<file path="src/rtl/spi_pwm_cfg_ctrl_if.sv">
// SPI pin bundle between an external SPI master and spi_pwm_cfg_ctrl.
//   sclk : SPI clock, mode 0, asynchronous to the system clock
//   copi : serial data from master to slave, MSB first
//   ncs  : active-low chip select
//   cipo : serial data from slave to master (readback builds only; 0 otherwise)
// Modports: master drives sclk/copi/ncs and reads cipo; slave is the reverse.
interface spi_pwm_cfg_ctrl_if;
    logic sclk;
    logic copi;
    logic ncs;
    logic cipo;

    modport master (output sclk, output copi, output ncs, input cipo);
    modport slave  (input sclk, input copi, input ncs, output cipo);
endinterface

</file>
<file path="src/rtl/spi_pwm_cfg_ctrl.sv">
// SPI-slave configuration controller for pwm_peripheral.
// Receives 16-bit frames {rw, addr[6:0], data[7:0]} (MSB first, mode 0) and
// keeps the five 8-bit configuration registers that feed pwm_peripheral.
//
// Ports:
//   clk, rst          : system clock, synchronous active-high reset
//   spi (slave)       : sclk/copi/ncs inputs (asynchronous), cipo output
//   en_reg_out_7_0    : register 0x00
//   en_reg_out_15_8   : register 0x01
//   en_reg_pwm_7_0    : register 0x02
//   en_reg_pwm_15_8   : register 0x03
//   pwm_duty_cycle    : register 0x04
//   cfg_update        : one-cycle pulse per committed write
//   frame_err         : one-cycle pulse when a frame had a bit count other than 16
//
// Parameter MAX_ADDR: highest accepted write/read address.
// Optional macro SPI_READBACK_EN: enables register readback on cipo for
// frames with rw = 0. Without it cipo is tied low and read frames are ignored.
module spi_pwm_cfg_ctrl #(
    parameter int MAX_ADDR = 4
) (
    input  logic                 clk,
    input  logic                 rst,
    spi_pwm_cfg_ctrl_if.slave    spi,
    output logic [7:0]           en_reg_out_7_0,
    output logic [7:0]           en_reg_out_15_8,
    output logic [7:0]           en_reg_pwm_7_0,
    output logic [7:0]           en_reg_pwm_15_8,
    output logic [7:0]           pwm_duty_cycle,
    output logic                 cfg_update,
    output logic                 frame_err
);

    localparam int NUM_REGS = 5;

    // [0],[1] form the synchronizer, [2] is the delay flop for edge detection.
    logic [2:0] sclk_pipe_reg;
    logic [2:0] copi_pipe_reg;
    logic [2:0] ncs_pipe_reg;

    logic [4:0]  bit_cnt_reg;
    logic [15:0] shift_reg;
    logic [7:0]  cfg_reg [NUM_REGS];
    logic        cfg_update_reg;
    logic        frame_err_reg;

    logic        ncs_s;
    logic        ncs_rise;
    logic        ncs_fall;
    logic        sclk_rise;
    logic        copi_s;
    logic [15:0] shift_next;
    logic        addr_ok;
    logic        wr_commit;

    always_ff @(posedge clk) begin
        if (rst) begin
            sclk_pipe_reg <= 3'b000;
            copi_pipe_reg <= 3'b000;
            // Idle chip select is high; resetting to 1 avoids a false ncs rise
            // (and thus a spurious frame_err) right after reset.
            ncs_pipe_reg  <= 3'b111;
        end else begin
            sclk_pipe_reg <= {sclk_pipe_reg[1:0], spi.sclk};
            copi_pipe_reg <= {copi_pipe_reg[1:0], spi.copi};
            ncs_pipe_reg  <= {ncs_pipe_reg[1:0], spi.ncs};
        end
    end

    assign ncs_s     = ncs_pipe_reg[1];
    assign ncs_rise  =  ncs_pipe_reg[1] & ~ncs_pipe_reg[2];
    assign ncs_fall  = ~ncs_pipe_reg[1] &  ncs_pipe_reg[2];
    assign sclk_rise =  sclk_pipe_reg[1] & ~sclk_pipe_reg[2];
    // copi is taken from the delay stage: still inside its stability window
    // around the sclk edge, and it keeps every stage of the pipe in use.
    assign copi_s     = copi_pipe_reg[2];
    assign shift_next = {shift_reg[14:0], copi_s};

    // Frame receiver: bit counter saturates at 17 so over-long frames still
    // register as "not 16" at commit time.
    always_ff @(posedge clk) begin
        if (rst) begin
            bit_cnt_reg <= 5'd0;
            shift_reg   <= 16'h0000;
        end else if (ncs_fall) begin
            bit_cnt_reg <= 5'd0;
            shift_reg   <= 16'h0000;
        end else if (sclk_rise && !ncs_s) begin
            shift_reg <= shift_next;
            if (bit_cnt_reg != 5'd17) begin
                bit_cnt_reg <= bit_cnt_reg + 5'd1;
            end
        end
    end

    assign addr_ok   = (shift_reg[14:8] <= 7'(MAX_ADDR));
    assign wr_commit = ncs_rise && (bit_cnt_reg == 5'd16) && shift_reg[15] && addr_ok;

    always_ff @(posedge clk) begin
        if (rst) begin
            cfg_update_reg <= 1'b0;
            frame_err_reg  <= 1'b0;
        end else begin
            cfg_update_reg <= wr_commit;
            frame_err_reg  <= ncs_rise && (bit_cnt_reg != 5'd16);
        end
    end

    // Register bank; addresses between NUM_REGS and MAX_ADDR (if any) are
    // accepted but have no storage behind them.
    generate
        for (genvar gi = 0; gi < NUM_REGS; gi++) begin : g_cfg
            always_ff @(posedge clk) begin
                if (rst) begin
                    cfg_reg[gi] <= 8'h00;
                end else if (wr_commit && (shift_reg[14:8] == 7'(gi))) begin
                    cfg_reg[gi] <= shift_reg[7:0];
                end
            end
        end
    endgenerate

    assign en_reg_out_7_0  = cfg_reg[0];
    assign en_reg_out_15_8 = cfg_reg[1];
    assign en_reg_pwm_7_0  = cfg_reg[2];
    assign en_reg_pwm_15_8 = cfg_reg[3];
    assign pwm_duty_cycle  = cfg_reg[4];
    assign cfg_update      = cfg_update_reg;
    assign frame_err       = frame_err_reg;

`ifdef SPI_READBACK_EN
    logic       sclk_fall;
    logic       rd_load;
    logic       rd_ok;
    logic [7:0] rd_data;
    logic [7:0] tx_reg;

    assign sclk_fall = ~sclk_pipe_reg[1] & sclk_pipe_reg[2];
    // On the 8th rising edge shift_next holds {rw, addr} in its low byte.
    assign rd_load   = sclk_rise && !ncs_s && (bit_cnt_reg == 5'd7);
    assign rd_ok     = !shift_next[7] && (shift_next[6:0] <= 7'(MAX_ADDR));

    always_comb begin
        rd_data = 8'h00;
        for (int i = 0; i < NUM_REGS; i++) begin
            if (shift_next[6:0] == 7'(i)) begin
                rd_data = cfg_reg[i];
            end
        end
    end

    // The falling edge right after the load (count 8) must not shift, so the
    // MSB is still presented when the master samples frame bit 7 on the 9th
    // rising edge; shifting starts at the falling edge after that one.
    always_ff @(posedge clk) begin
        if (rst || ncs_fall) begin
            tx_reg <= 8'h00;
        end else if (rd_load) begin
            tx_reg <= rd_ok ? rd_data : 8'h00;
        end else if (sclk_fall && !ncs_s && (bit_cnt_reg >= 5'd9) && (bit_cnt_reg <= 5'd16)) begin
            tx_reg <= {tx_reg[6:0], 1'b0};
        end
    end

    assign spi.cipo = ~ncs_s & tx_reg[7];
`else
    assign spi.cipo = 1'b0;
`endif

endmodule

</file>
<file path="src/flat_wrapper.sv">
// flat-port wrapper written by rule: the top's interface ports become plain ports
module spi_pwm_cfg_ctrl_flat 
#(
    parameter int MAX_ADDR = 4
)
  (clk, rst, en_reg_out_7_0, en_reg_out_15_8, en_reg_pwm_7_0, en_reg_pwm_15_8, pwm_duty_cycle, cfg_update, frame_err, spi_sclk, spi_copi, spi_ncs, spi_cipo);
  spi_pwm_cfg_ctrl_if spi_i ();
  input  logic clk;
  input  logic rst;
  output logic [7:0] en_reg_out_7_0;
  output logic [7:0] en_reg_out_15_8;
  output logic [7:0] en_reg_pwm_7_0;
  output logic [7:0] en_reg_pwm_15_8;
  output logic [7:0] pwm_duty_cycle;
  output logic cfg_update;
  output logic frame_err;
  input wire logic [$bits(spi_i.sclk)-1:0] spi_sclk;
  input wire logic [$bits(spi_i.copi)-1:0] spi_copi;
  input wire logic [$bits(spi_i.ncs)-1:0] spi_ncs;
  output wire logic [$bits(spi_i.cipo)-1:0] spi_cipo;
  assign spi_i.sclk = spi_sclk;
  assign spi_i.copi = spi_copi;
  assign spi_i.ncs = spi_ncs;
  assign spi_cipo = spi_i.cipo;
  spi_pwm_cfg_ctrl #(.MAX_ADDR(MAX_ADDR)) u_core (.clk(clk), .rst(rst), .spi(spi_i), .en_reg_out_7_0(en_reg_out_7_0), .en_reg_out_15_8(en_reg_out_15_8), .en_reg_pwm_7_0(en_reg_pwm_7_0), .en_reg_pwm_15_8(en_reg_pwm_15_8), .pwm_duty_cycle(pwm_duty_cycle), .cfg_update(cfg_update), .frame_err(frame_err));
endmodule
</file>
<file path="config.mk">
export PLATFORM = sky130hd
export DESIGN_NAME = spi_pwm_cfg_ctrl_flat
export DESIGN_NICKNAME = d
export VERILOG_FILES = /design/src/rtl/spi_pwm_cfg_ctrl_if.sv /design/src/rtl/spi_pwm_cfg_ctrl.sv /design/src/flat_wrapper.sv
export SDC_FILE = /design/constraint.sdc
export NUM_CORES = 1
export LEC_CHECK = 0
export CORE_ASPECT_RATIO = 0.5
export CORE_MARGIN = 2
export CORE_UTILIZATION = 40
export CTS_CLUSTER_DIAMETER = 150
export DETAILED_ROUTE_END_ITERATION = 12
export GPL_TIMING_DRIVEN = 0
export PLACE_DENSITY_LB_ADDON = 0.08
export RECOVER_POWER = 50
export SLEW_MARGIN = 15
export SYNTH_ARGS = -nofsm -noshare
export SYNTH_HDL_FRONTEND = slang
export SYNTH_SLANG_ARGS = --single-unit
</file>
<file path="constraint.sdc">
create_clock -name clk -period 2.75 [get_ports clk]
set_input_delay 0.4125 -clock clk [delete_from_list [all_inputs] [get_ports clk]]
set_output_delay 0.4125 -clock clk [all_outputs]
set_load 0.1 [all_outputs]
</file>
# Word level (Yosys, flattened, before mapping)
# Memory sizes are Yosys's and may differ from the RTL's.
# Cells that the tools add are included.
word_totals:
  in_bits: 5
  mem_bits_rw: 40
  elab_cells: 64
  output_inout_bits: 43
  reg_bits: 32
  n_memories: 1
op_classes:
  n_addsub: 1
  eq_ne: 7
  reduce_logical: 14
  order_cmp: 1
  bitwise: 11
  muxes: 22
memory_table:
  columns: ["name", "words", "word_bits", "rd", "rd_clocked_by_memory_dff", "wr", "line_no", "source"]
  rows:
  - ["u_core.cfg_reg", 5, 8, 5, 0, 5, "spi_pwm_cfg_ctrl.sv:43", "logic [7:0] cfg_reg [NUM_REGS];"]
ops:
  columns: ["operator", "n"]
  rows:
  - ["2-to-1 mux 8 bit", 5]
  - ["2-to-1 mux 1 bit", 17]
  - ["equality test 7 x 2 -> 1 bit (second input constant)", 2]
  - ["logical AND 1 bit", 10]
  - ["!= test 5 bit (second input constant)", 2]
  - ["equality test 7 x 1 -> 1 bit (second input constant)", 1]
  - ["equality test 7 x 3 -> 1 bit (second input constant)", 1]
  - ["<= comparator 7 x 3 -> 1 bit (second input constant)", 1]
  - ["logical NOT 7 bit", 1]
  - ["adder 5 x 1 -> 5 bit (second input constant)", 1]
  - ["equality test 5 bit (second input constant)", 1]
  - ["OR 1 bit", 5]
  - ["AND 1 bit", 3]
  - ["NOT 1 bit", 3]
  - ["AND reduction 2 bit", 1]
  - ["OR reduction 2 bit", 1]
  - ["logical NOT 1 bit", 1]

# Longest topological paths before layout
# Gate-level depths: netlist (run 1).
depth:
  ltp_word: 10
  ltp_mapped: 6
  mapped_depth_nobuf: 5

# Worst setup path before layout (run 1)
# Ideal clock, no wire load.
synth_path:
  path_type: "reg-to-reg"
  start: "reg u_core.bit_cnt_reg[0]"
  end: "mem u_core.cfg_reg[0][0] (enable)"
  path_stages_with_launch: 7
  t_required_ns: 2.420
  synth_period_minus_slack_ns: 1.789
  setup_time_ns: 0.330
  arrival_ns: 1.459
  slack_ns: 0.961
  path_buffers: 1
  cell_sequence: "dfxtp_1 inv_1 ha_1 nor4bb_1 buf_2 nand4_2 nand2_1"
synth_lines:
  columns: ["item", "line_no", "source"]
  rows:
  - ["start: declaration", "spi_pwm_cfg_ctrl.sv:41", "logic [4:0] bit_cnt_reg;"]
  - ["start signal: assignment", "spi_pwm_cfg_ctrl.sv:91", "bit_cnt_reg <= bit_cnt_reg + 5'd1;"]
  - ["end: declaration", "spi_pwm_cfg_ctrl.sv:43", null]

==> flow_metrics.env, run 1 <==
export IMPL_status="finished clean"
export IMPL_setup_viol=0
export IMPL_largest_reg_flops=40
export IMPL_die_y_um=62.2
export IMPL_netlist_instances=240
export IMPL_synth_area_per_cell_um2=11.3
export IMPL_synth_compound_area_share_pct=5.26
export IMPL_yosys_warnings=0
export IMPL_final_max_slew_viol_count=0
export IMPL_start_util_pct=40.9
export IMPL_crit_required_ps=2740
export IMPL_clk_latency_ps=320
export IMPL_finalHoldViolCount=0
export IMPL_synth_ff_type="edfxtp_1"
export IMPL_yosysTopAreaCell="edfxtp_1"
export IMPL_peakVddDrop_mv=0.339
export IMPL_postCtsHoldBufs=0
export IMPL_fmax_mhz=437
export IMPL_layout_drive_gt1_share_pct=8.64
export IMPL_pin_count=48
export IMPL_synth_fa_ha_area_share_pct=1.38
export IMPL_via_count=1877
export IMPL_synth_edf_count=40
export IMPL_drc=0
export IMPL_root_buffer="clkbuf_16"
export IMPL_synth_net_count=248
export IMPL_powerDensity_nw_per_um2=722
export IMPL_clock_skew_final_ps=3.37
export IMPL_dp_cells=378
export IMPL_h_tree_depth=3
export IMPL_ant_nets=0
export IMPL_min_period_ps=2290
export IMPL_syn_area_um2=2710
export IMPL_yosys_area_share_simple_pct=22.9
export IMPL_placed_area_um2=3290
export IMPL_crit_slowest_cell="clkbuf_1"
export IMPL_yosysSeqAreaShare_pct=67.9
export IMPL_synth_area_mux_share_pct=0
export IMPL_finalNetCount=305
export IMPL_crit_buf_inv=2
export IMPL_slew_limit_headroom_pct=34.7
export IMPL_core_area_um2=6620
export IMPL_cp_cell_sequence="inv_1 -> ha_1 -> nor4bb_1 -> clkbuf_1 -> nand4_2 -> nand2_1"
export IMPL_synth_xor_area_share_pct=0
export IMPL_synth_seq_cells=72
export IMPL_die_x_um=120
export IMPL_grt_max_degree=13
export IMPL_synth_cell_types=28
export IMPL_gr_total_overflow=0
export IMPL_insertedDiodeCount=0
export IMPL_cts_resized=0
export IMPL_die_area_um2=7490
export IMPL_track_usage_pct=15.2
export IMPL_fin_crit_sh_pct=83.2
export IMPL_cts_setup_buffers=0
export IMPL_crit_type="flop to flop"
export IMPL_fin_cells=393
export IMPL_cp_max_fo=9
export IMPL_grt_first_pass_wirelength_um=8490
export IMPL_cts_tree="done"
export IMPL_fin_tns_setup_ps=0
export IMPL_place_gp_congestion=0.743
export IMPL_start_kind="flop"
export IMPL_post_drt_wl_per_cell_um=13.5
export IMPL_worst_pin_slew_ps=977
export IMPL_hp_class="flop to flop"
export IMPL_wl_um=5320
export IMPL_clk_path_buf_depth=2
export IMPL_netlist_top_cells_count="nand2_1, nor2_1, edfxtp_1, dfxtp_1, a21oi_1"
export IMPL_first_pass_iters=5
export IMPL_drv_cap=0
export IMPL_endpoint_kind="flop"
export IMPL_cts_made_buffers=9
export IMPL_rows=21
export IMPL_synth_top_family_by_area="simple AND/OR/NAND/NOR gates"
export IMPL_vias_per_cell=4.78
export IMPL_antenna_found_initial=0
export IMPL_crit_arrival_ps=2280
export IMPL_slowest_delay_ps=410
export IMPL_syn2layout_area_growth_pct=32.6
export IMPL_power_w=0.00260
export IMPL_place_ws_ps=590
export IMPL_critPathTopFamily="simple AND/OR/NAND/NOR gates"
export IMPL_fin_ws_ps=461
export IMPL_stdcell_area_um2=3600
export IMPL_clock_sinks=72
export IMPL_synth_top_area_share_pct=44.3
export IMPL_yosysMostFrequentCell="nand2_1"
export IMPL_clk_pin_slew_ps=50
export IMPL_synth_top_cells_by_area="edfxtp_1, dfxtp_1, nand2_1"
export IMPL_io_buffers=46
export IMPL_grt_pass1_vias=1720
export IMPL_p_leak_nw=1.25
export IMPL_async_reset_ff_share_pct=0
export IMPL_fillCellCount=586
export IMPL_dp_hpwl_um=3760
export IMPL_drtIter0Drc=140
export IMPL_rsz0062_at_grt="no"
[placed cells by master, fill, tap and decap left out, types with 3 or more instances in the layout]
cell type | synthesis | routed
dlygate4sd3_1 | 0 | 6
edfxtp_1 | 40 | 40
nand3_1 | 5 | 5
nand4_2 | 5 | 5
clkbuf_16 | 0 | 9
nor2_1 | 41 | 41
clkdlybuf4s50_1 | 0 | 40
clkbuf_1 | 7 | 8
o21ai_0 | 3 | 3
a21oi_1 | 21 | 21
inv_1 | 4 | 4
ha_1 | 3 | 3
nor2b_1 | 6 | 6
dfxtp_1 | 32 | 32
nand2_1 | 48 | 48
nor3b_1 | 4 | 4
a21o_1 | 3 | 3
[report_power, final]
| group | total (W) | leakage [nW] | internal, W | switching, W |
|---|---|---|---|---|
| clock network | 0.00119 | 0.147 | 0.000784 | 0.000405 |
| logic | 0.000239 | 0.431 | 0.0000452 | 0.000194 |
| registers | 0.00117 | 0.672 | 0.00116 | 0.00000853 |
| total | 0.00260 | 1.25 | 0.00199 | 0.000608 |
[stage by stage]
step	hold WS [ps]	utilization, %
after global placement	392	49.6
final	406	54.3
after global routing	438	54.3
after floorplan	389	-
after detailed placement	397	49.6
after CTS	410	54.3
[worst reg2reg max path: cells and delay by family, from the launching register on]
| family | cells | cell delay (ps) |
|---|---|---|
| buffers and inverters | 2 | 510 |
| flip-flops | 1 | 330 |
| AND/OR/NAND/NOR | 3 | 960 |
| adder cells (fa/ha/maj) | 1 | 150 |
[path summary, 6_finish.rpt]
check                                                        start                            endpoint  slack (ps)  depth (start not counted)
worst max-delay path            u_core.bit_cnt_reg[0]$_SDFFE_PP0P_  u_core.cfg_reg[0][1]$_SDFFCE_PN0P_         460                          6
worst min-delay path             u_core.ncs_pipe_reg[0]$_SDFF_PP1_   u_core.ncs_pipe_reg[1]$_SDFF_PP1_         410                          1
worst max register to register  u_core.bit_cnt_reg[0]$_SDFFE_PP0P_  u_core.cfg_reg[0][1]$_SDFFCE_PN0P_         460                          6
worst min register to register   u_core.ncs_pipe_reg[0]$_SDFF_PP1_   u_core.ncs_pipe_reg[1]$_SDFF_PP1_         410                          1
[final cells by class]
cell class              count  area [µm²]  area share [%]
flip-flops and latches     72        1840            51.2
multi-input cells         154         805            22.4
repair buffers             46         460            12.8
clock buffers               9         225            6.26
well taps                  92         115            3.20
clock inverters             6        85.1            2.37
plain buffers              10        48.8            1.36
inverters                   4        15.0           0.418
[layer usage]
| layer | wire length (µm) | share of wire, % | GRT usage, % | up-vias |
|---|---|---|---|---|
| li1 | - | - | - | 930 |
| met1 | 2430 | 46 | 19.3 | 883 |
| met2 | 2490 | 47 | 24.1 | 60 |
| met3 | 354 | 6.7 | 5.15 | 4 |
| met4 | 46 | 0.86 | 6.25 | 0 |
| met5 | 0 | 0 | 0 | - |
[cell families after synthesis]
group,after synthesis
other,1
AO/OA/AOI/OAI,27
buffers and inverters,14
flip-flops,72
AND/OR/NAND/NOR,123
adder cells (fa/ha/maj),3
No activity file was read; power rests on OpenSTA's default activity.
==> inputs of run 2 (changes only) <==
==> constraint.sdc (replaced) <==
create_clock -name clk -period 2.15 [get_ports clk]
set_input_delay 0.3225 -clock clk [delete_from_list [all_inputs] [get_ports clk]]
set_output_delay 0.3225 -clock clk [all_outputs]
set_load 0.1 [all_outputs]
==> run 2 against run 1 <==
Compared with the run above: via count shrank 0.91%; total power up 28%; sequential cell count is the same; sequential power increased by 27%; core utilization fell by 0.94 points; worst hold slack hardly changed; die area is the same; wire length up 2.9%; combinational power up 25%; largest cell class unchanged; largest power group unchanged.
==> flow_metrics.env, run 2 (synthesis results as in run 1) <==
export IMPL_status="finished clean"
export IMPL_slew_limit_headroom_pct=21.9
export IMPL_clk_latency_ps=320
export IMPL_place_ws_ps=42.0
export IMPL_finalNetCount=305
export IMPL_fin_ws_ps=39.2
export IMPL_pin_count=48
export IMPL_min_from="u_core.ncs_pipe_reg[0]$_SDFF_PP1_"
export IMPL_start_util_pct=40.9
export IMPL_clock_sinks=72
export IMPL_via_count=1860
export IMPL_crit_type="flop to output port"
export IMPL_hp_class="flop to flop"
export IMPL_root_buffer="clkbuf_16"
export IMPL_track_usage_pct=15.2
export IMPL_h_tree_depth=3
export IMPL_largest_reg_flops=40
export IMPL_first_pass_iters=4
export IMPL_die_area_um2=7490
export IMPL_critPathLaunch="u_core.cfg_reg[1][7]$_SDFFCE_PN0P_"
export IMPL_dp_cells=378
export IMPL_powerDensity_nw_per_um2=939
export IMPL_drv_cap=0
export IMPL_rr_startpoint="u_core.bit_cnt_reg[0]$_SDFFE_PP0P_"
export IMPL_crit_slowest_cell="clkdlybuf4s50_1"
export IMPL_rows=21
export IMPL_crit_buf_inv=1
export IMPL_slowest_delay_ps=1130
export IMPL_vias_per_cell=4.73
export IMPL_place_gp_congestion=0.743
export IMPL_endpoint_kind="output port"
export IMPL_drtIter0Drc=156
export IMPL_fmax_mhz=474
export IMPL_clk_pin_slew_ps=60
export IMPL_grt_max_degree=13
export IMPL_die_x_um=120
export IMPL_min_period_ps=2110
export IMPL_grt_pass1_vias=1720
export IMPL_drc=0
export IMPL_peakVddDrop_mv=0.438
export IMPL_antenna_found_initial=0
export IMPL_hold_ws_ps=407
export IMPL_crit_required_ps=1830
export IMPL_worst_pin_slew_ps=1180
export IMPL_fin_cells=393
export IMPL_finalHoldViolCount=0
export IMPL_start_kind="flop"
export IMPL_die_y_um=62.2
export IMPL_dp_hpwl_um=3760
export IMPL_clock_skew_final_ps=3.75
export IMPL_clk_path_buf_depth=2
export IMPL_fin_tns_setup_ps=0
export IMPL_insertedDiodeCount=0
export IMPL_power_w=0.00332
export IMPL_io_buffers=46
export IMPL_post_drt_wl_per_cell_um=13.9
export IMPL_most_common_layout_cells="nand2_1, nor2_1, edfxtp_1"
export IMPL_final_common_cell="nand2_1"
export IMPL_p_leak_nw=1.21
export IMPL_final_max_slew_viol_count=0
export IMPL_ant_nets=0
export IMPL_critPathTopFamily="buffers and inverters"
export IMPL_rsz0062_at_grt="no"
export IMPL_cts_setup_buffers=0
export IMPL_cp_max_fo=1
export IMPL_gr_total_overflow=0
export IMPL_cts_tree="done"
export IMPL_syn2layout_area_growth_pct=30.3
export IMPL_grt_first_pass_wirelength_um=8490
export IMPL_cp_cell_sequence="clkdlybuf4s50_1"
export IMPL_layout_drive_gt1_share_pct=10.6
export IMPL_setup_viol=0
export IMPL_fin_crit_sh_pct=98.2
export IMPL_crit_arrival_ps=1790
export IMPL_core_area_um2=6620
export IMPL_cts_made_buffers=9
export IMPL_wl_um=5470
==> run 2: cell types whose count changed in the layout (fill, tap and decap cells not counted), sizes merged <==
| cell | change |
|---|---|
| dlygate4sd3 | -5 |
| buf | +1 |
| clkbuf | +12 |
| clkdlybuf4s50 | -8 |
==> run 2: routing by layer <==
metal | share of wire [%] | GRT usage [%] | up-vias
met1 | 47 | 19.3 | 867
met3 | 6.2 | 5.15 | 8
met5 | 0 | 0 | -
met2 | 46 | 24.1 | 53
met4 | 1.7 | 6.25 | 0
li1 | - | - | 932
==> run 2: worst paths after layout <==
path	slack, ps	endpoint	cells after the start
setup / recovery	40	en_reg_out_15_8[7]	1
hold / removal	410	u_core.ncs_pipe_reg[1]$_SDFF_PP1_	1
setup reg to reg	170	u_core.cfg_reg[4][0]$_SDFFCE_PN0P_	6
hold reg to reg	410	u_core.ncs_pipe_reg[1]$_SDFF_PP1_	1
==> run 2: final cells by class <==
cell class	instances	area, µm²
Fill cell	615	3090
Sequential cell	72	1840
Multi-Input combinational cell	154	822
Timing Repair Buffer	46	379
Clock buffer	9	225
Tap cell	92	115
Clock inverter	6	85.1
Buffer	10	50.0
Inverter	4	15.0
==> run 2: per-stage QoR <==
step           utilization [%]  instance area (µm²)
2_1_floorplan                -                 2710
3_3_place_gp              49.6                 3290
3_5_place_dp              49.6                 3290
4_1_cts                   54.3                 3600
5_1_grt                   53.4                 3530
6_report                  53.4                 3530
==> run 2: timing repair <==
item | CTS | global route
hold buffers | 0 | 0
resized for setup | 1 | 18
setup endpoints to repair | 1 | 52
==> run 2: report_power, final <==
group	switching [W]	total (W)	internal [W]
sequential	0.0000110	0.00149	0.00148
clock	0.000523	0.00153	0.00100
combinational	0.000250	0.000299	0.0000492
total	0.000784	0.00332	0.00253
==> inputs of run 3 (changes only) <==
==> constraint.sdc (replaced) <==
create_clock -name clk -period 1.89 [get_ports clk]
set_input_delay 0.2835 -clock clk [delete_from_list [all_inputs] [get_ports clk]]
set_output_delay 0.2835 -clock clk [all_outputs]
set_load 0.1 [all_outputs]
==> run 3 against run 2 <==
Compared with the run above: clock power increased by 13%; clock-buffer cell count is the same; worst hold slack about the same; non-clock buffer count up 12; critical path depth unchanged; core utilization up 0.79 points; critical path type unchanged; critical endpoint is now en_reg_out_7_0[4].
==> flow_metrics.env, run 3 (synthesis results as in run 1) <==
export IMPL_die_x_um=120
export IMPL_grt_pass1_vias=1742
export IMPL_largest_reg_flops=40
export IMPL_grt_max_degree=13
export IMPL_drtIter0Drc=149
export IMPL_powerDensity_nw_per_um2=1050
export IMPL_finalNetCount=317
export IMPL_first_pass_iters=4
export IMPL_pin_count=48
export IMPL_status="finished clean"
export IMPL_reg2reg_depth=6
export IMPL_die_y_um=62.2
export IMPL_post_drt_wl_per_cell_um=13.7
export IMPL_final_common_cell="nand2_1"
export IMPL_cp_max_fo=1
export IMPL_most_common_layout_cells="nand2_1, nor2_1, edfxtp_1"
export IMPL_slowest_delay_ps=860
export IMPL_crit_buf_inv=1
export IMPL_final_max_slew_viol_count=0
export IMPL_crit_required_ps=1610
export IMPL_fillCellCount=619
export IMPL_antenna_found_initial=0
export IMPL_hp_class="flop to flop"
export IMPL_min_from="u_core.ncs_pipe_reg[0]$_SDFF_PP1_"
export IMPL_critPathLaunch="u_core.cfg_reg[0][4]$_SDFFCE_PN0P_"
export IMPL_io_buffers=46
export IMPL_power_switching_w=0.000889
export IMPL_core_area_um2=6620
export IMPL_rr_startpoint="u_core.bit_cnt_reg[0]$_SDFFE_PP0P_"
export IMPL_ant_nets=0
export IMPL_cp_num_cells=1
export IMPL_crit_slowest_cell="dlygate4sd2_1"
export IMPL_holdPathStages=1
export IMPL_clk_path_buf_depth=2
export IMPL_dp_hpwl_um=3760
export IMPL_gr_total_overflow=0
export IMPL_die_area_um2=7490
export IMPL_syn2layout_area_growth_pct=32.3
export IMPL_fmax_mhz=547
export IMPL_layout_drive_gt1_share_pct=13.7
export IMPL_p_seq_share_pct=45.2
export IMPL_fin_crit_sh_pct=96.6
export IMPL_vias_per_cell=4.73
export IMPL_h_tree_depth=3
export IMPL_peakVddDrop_mv=0.493
export IMPL_p_int_w=0.00287
export IMPL_placed_area_um2=3290
export IMPL_p_leak_nw=1.30
export IMPL_insertedDiodeCount=0
export IMPL_slew_limit_headroom_pct=21.2
export IMPL_cts_made_buffers=9
export IMPL_via_count=1916
export IMPL_rsz0062_at_grt="no"
export IMPL_cts_tree="done"
export IMPL_crit_type="flop to output port"
export IMPL_finalHoldViolCount=0
export IMPL_grt_first_pass_wirelength_um=8590
export IMPL_fin_util_pct=54.2
export IMPL_clk_latency_ps=320
export IMPL_clk_pin_slew_ps=60
export IMPL_worst_pin_slew_ps=1190
export IMPL_wl_um=5540
export IMPL_clock_skew_final_ps=3.36
export IMPL_stdcell_area_um2=3590
export IMPL_critPathTopFamily="buffers and inverters"
export IMPL_drv_cap=0
export IMPL_rows=21
export IMPL_place_gp_congestion=0.743
export IMPL_cp_cell_sequence="dlygate4sd2_1"
export IMPL_min_period_ps=1830
export IMPL_start_kind="flop"
export IMPL_p_clk_share_pct=46.1
export IMPL_clock_sinks=72
export IMPL_comb_power_share_pct=8.7
export IMPL_start_util_pct=40.9
export IMPL_power_w=0.00376
export IMPL_track_usage_pct=15.4
export IMPL_drc=0
export IMPL_root_buffer="clkbuf_16"
export IMPL_swShare_pct=23.7
export IMPL_endpoint_kind="output port"
export IMPL_crit_arrival_ps=1540
export IMPL_setup_viol=0
==> run 3: cell types whose count changed in the layout (fill, tap and decap cells not counted), sizes merged <==
cell	change
clkdlybuf4s50	-29
clkbuf	+22
buf	+6
dlygate4sd2	+13
==> run 3: what timing repair did <==
action                     CTS  global route
gates resized for setup     54             7
hold buffers                 0             0
setup endpoints to repair   82            72
buffers inserted             0            12
pin swaps                    0            10
==> run 3: layout make-up <==
| class | instances | area, µm² | area share, % |
|---|---|---|---|
| Timing Repair Buffer | 58 | 358 | 9.98 |
| Buffer | 10 | 53.8 | 1.50 |
| Clock buffer | 9 | 225 | 6.28 |
| Tap cell | 92 | 115 | 3.21 |
| Sequential cell | 72 | 1840 | 51.4 |
| Clock inverter | 6 | 85.1 | 2.37 |
| Inverter | 4 | 15.0 | 0.419 |
| Multi-Input combinational cell | 154 | 892 | 24.9 |
==> run 3: worst register-to-register path, delay by kind of cell, from the launching register on <==
family,cells,cell delay (ps)
and+or+nand+nor,3,610
adders and majority gates,1,150
DFF,1,330
buffers and inverters,2,350
==> run 3: metal layers <==
layer	vias to the layer above	GRT usage, %	wire, µm	part of all wire (%)
li1	958	-	-	-
met1	898	19.6	2610	47
met2	56	24.1	2520	46
met3	4	5.24	367	6.6
met4	0	6.25	43	0.78
met5	-	0	0	0
==> run 3: final timing paths <==
kind / to / slack, ps
max: en_reg_out_7_0[4] / 60
max reg2reg: u_core.cfg_reg[1][1]$_SDFFCE_PN0P_ / 140
min: u_core.ncs_pipe_reg[1]$_SDFF_PP1_ / 410
min reg2reg: u_core.ncs_pipe_reg[1]$_SDFF_PP1_ / 410
==> run 3: power groups by stage <==
| stage | combinational, W | sequential [W] | clock (W) |
|---|---|---|---|
| 3_3_place_gp | 0.000349 | 0.00173 | 0 |
| 4_1_cts | 0.000336 | 0.00170 | 0.00176 |
| 3_5_place_dp | 0.000352 | 0.00173 | 0 |
| 2_1_floorplan | 0.0000491 | 0.00196 | 0 |
| 6_report | 0.000327 | 0.00170 | 0.00173 |
| 5_1_grt | 0.000336 | 0.00170 | 0.00184 |
==> run 3: per-stage QoR <==
| step | setup slack [ps] | std cells | hold WS [ps] | TNS (ps) |
|---|---|---|---|---|
| final | 63.5 | 405 | 406 | 0 |
| after global routing | 2.41 | 405 | 438 | 0 |
| after CTS | -113 | 393 | 410 | -3290 |
| after detailed placement | -218 | 378 | 397 | -10470 |
| after global placement | -161 | 378 | 392 | -7130 |
| after floorplan | 101 | 240 | 387 | 0 |
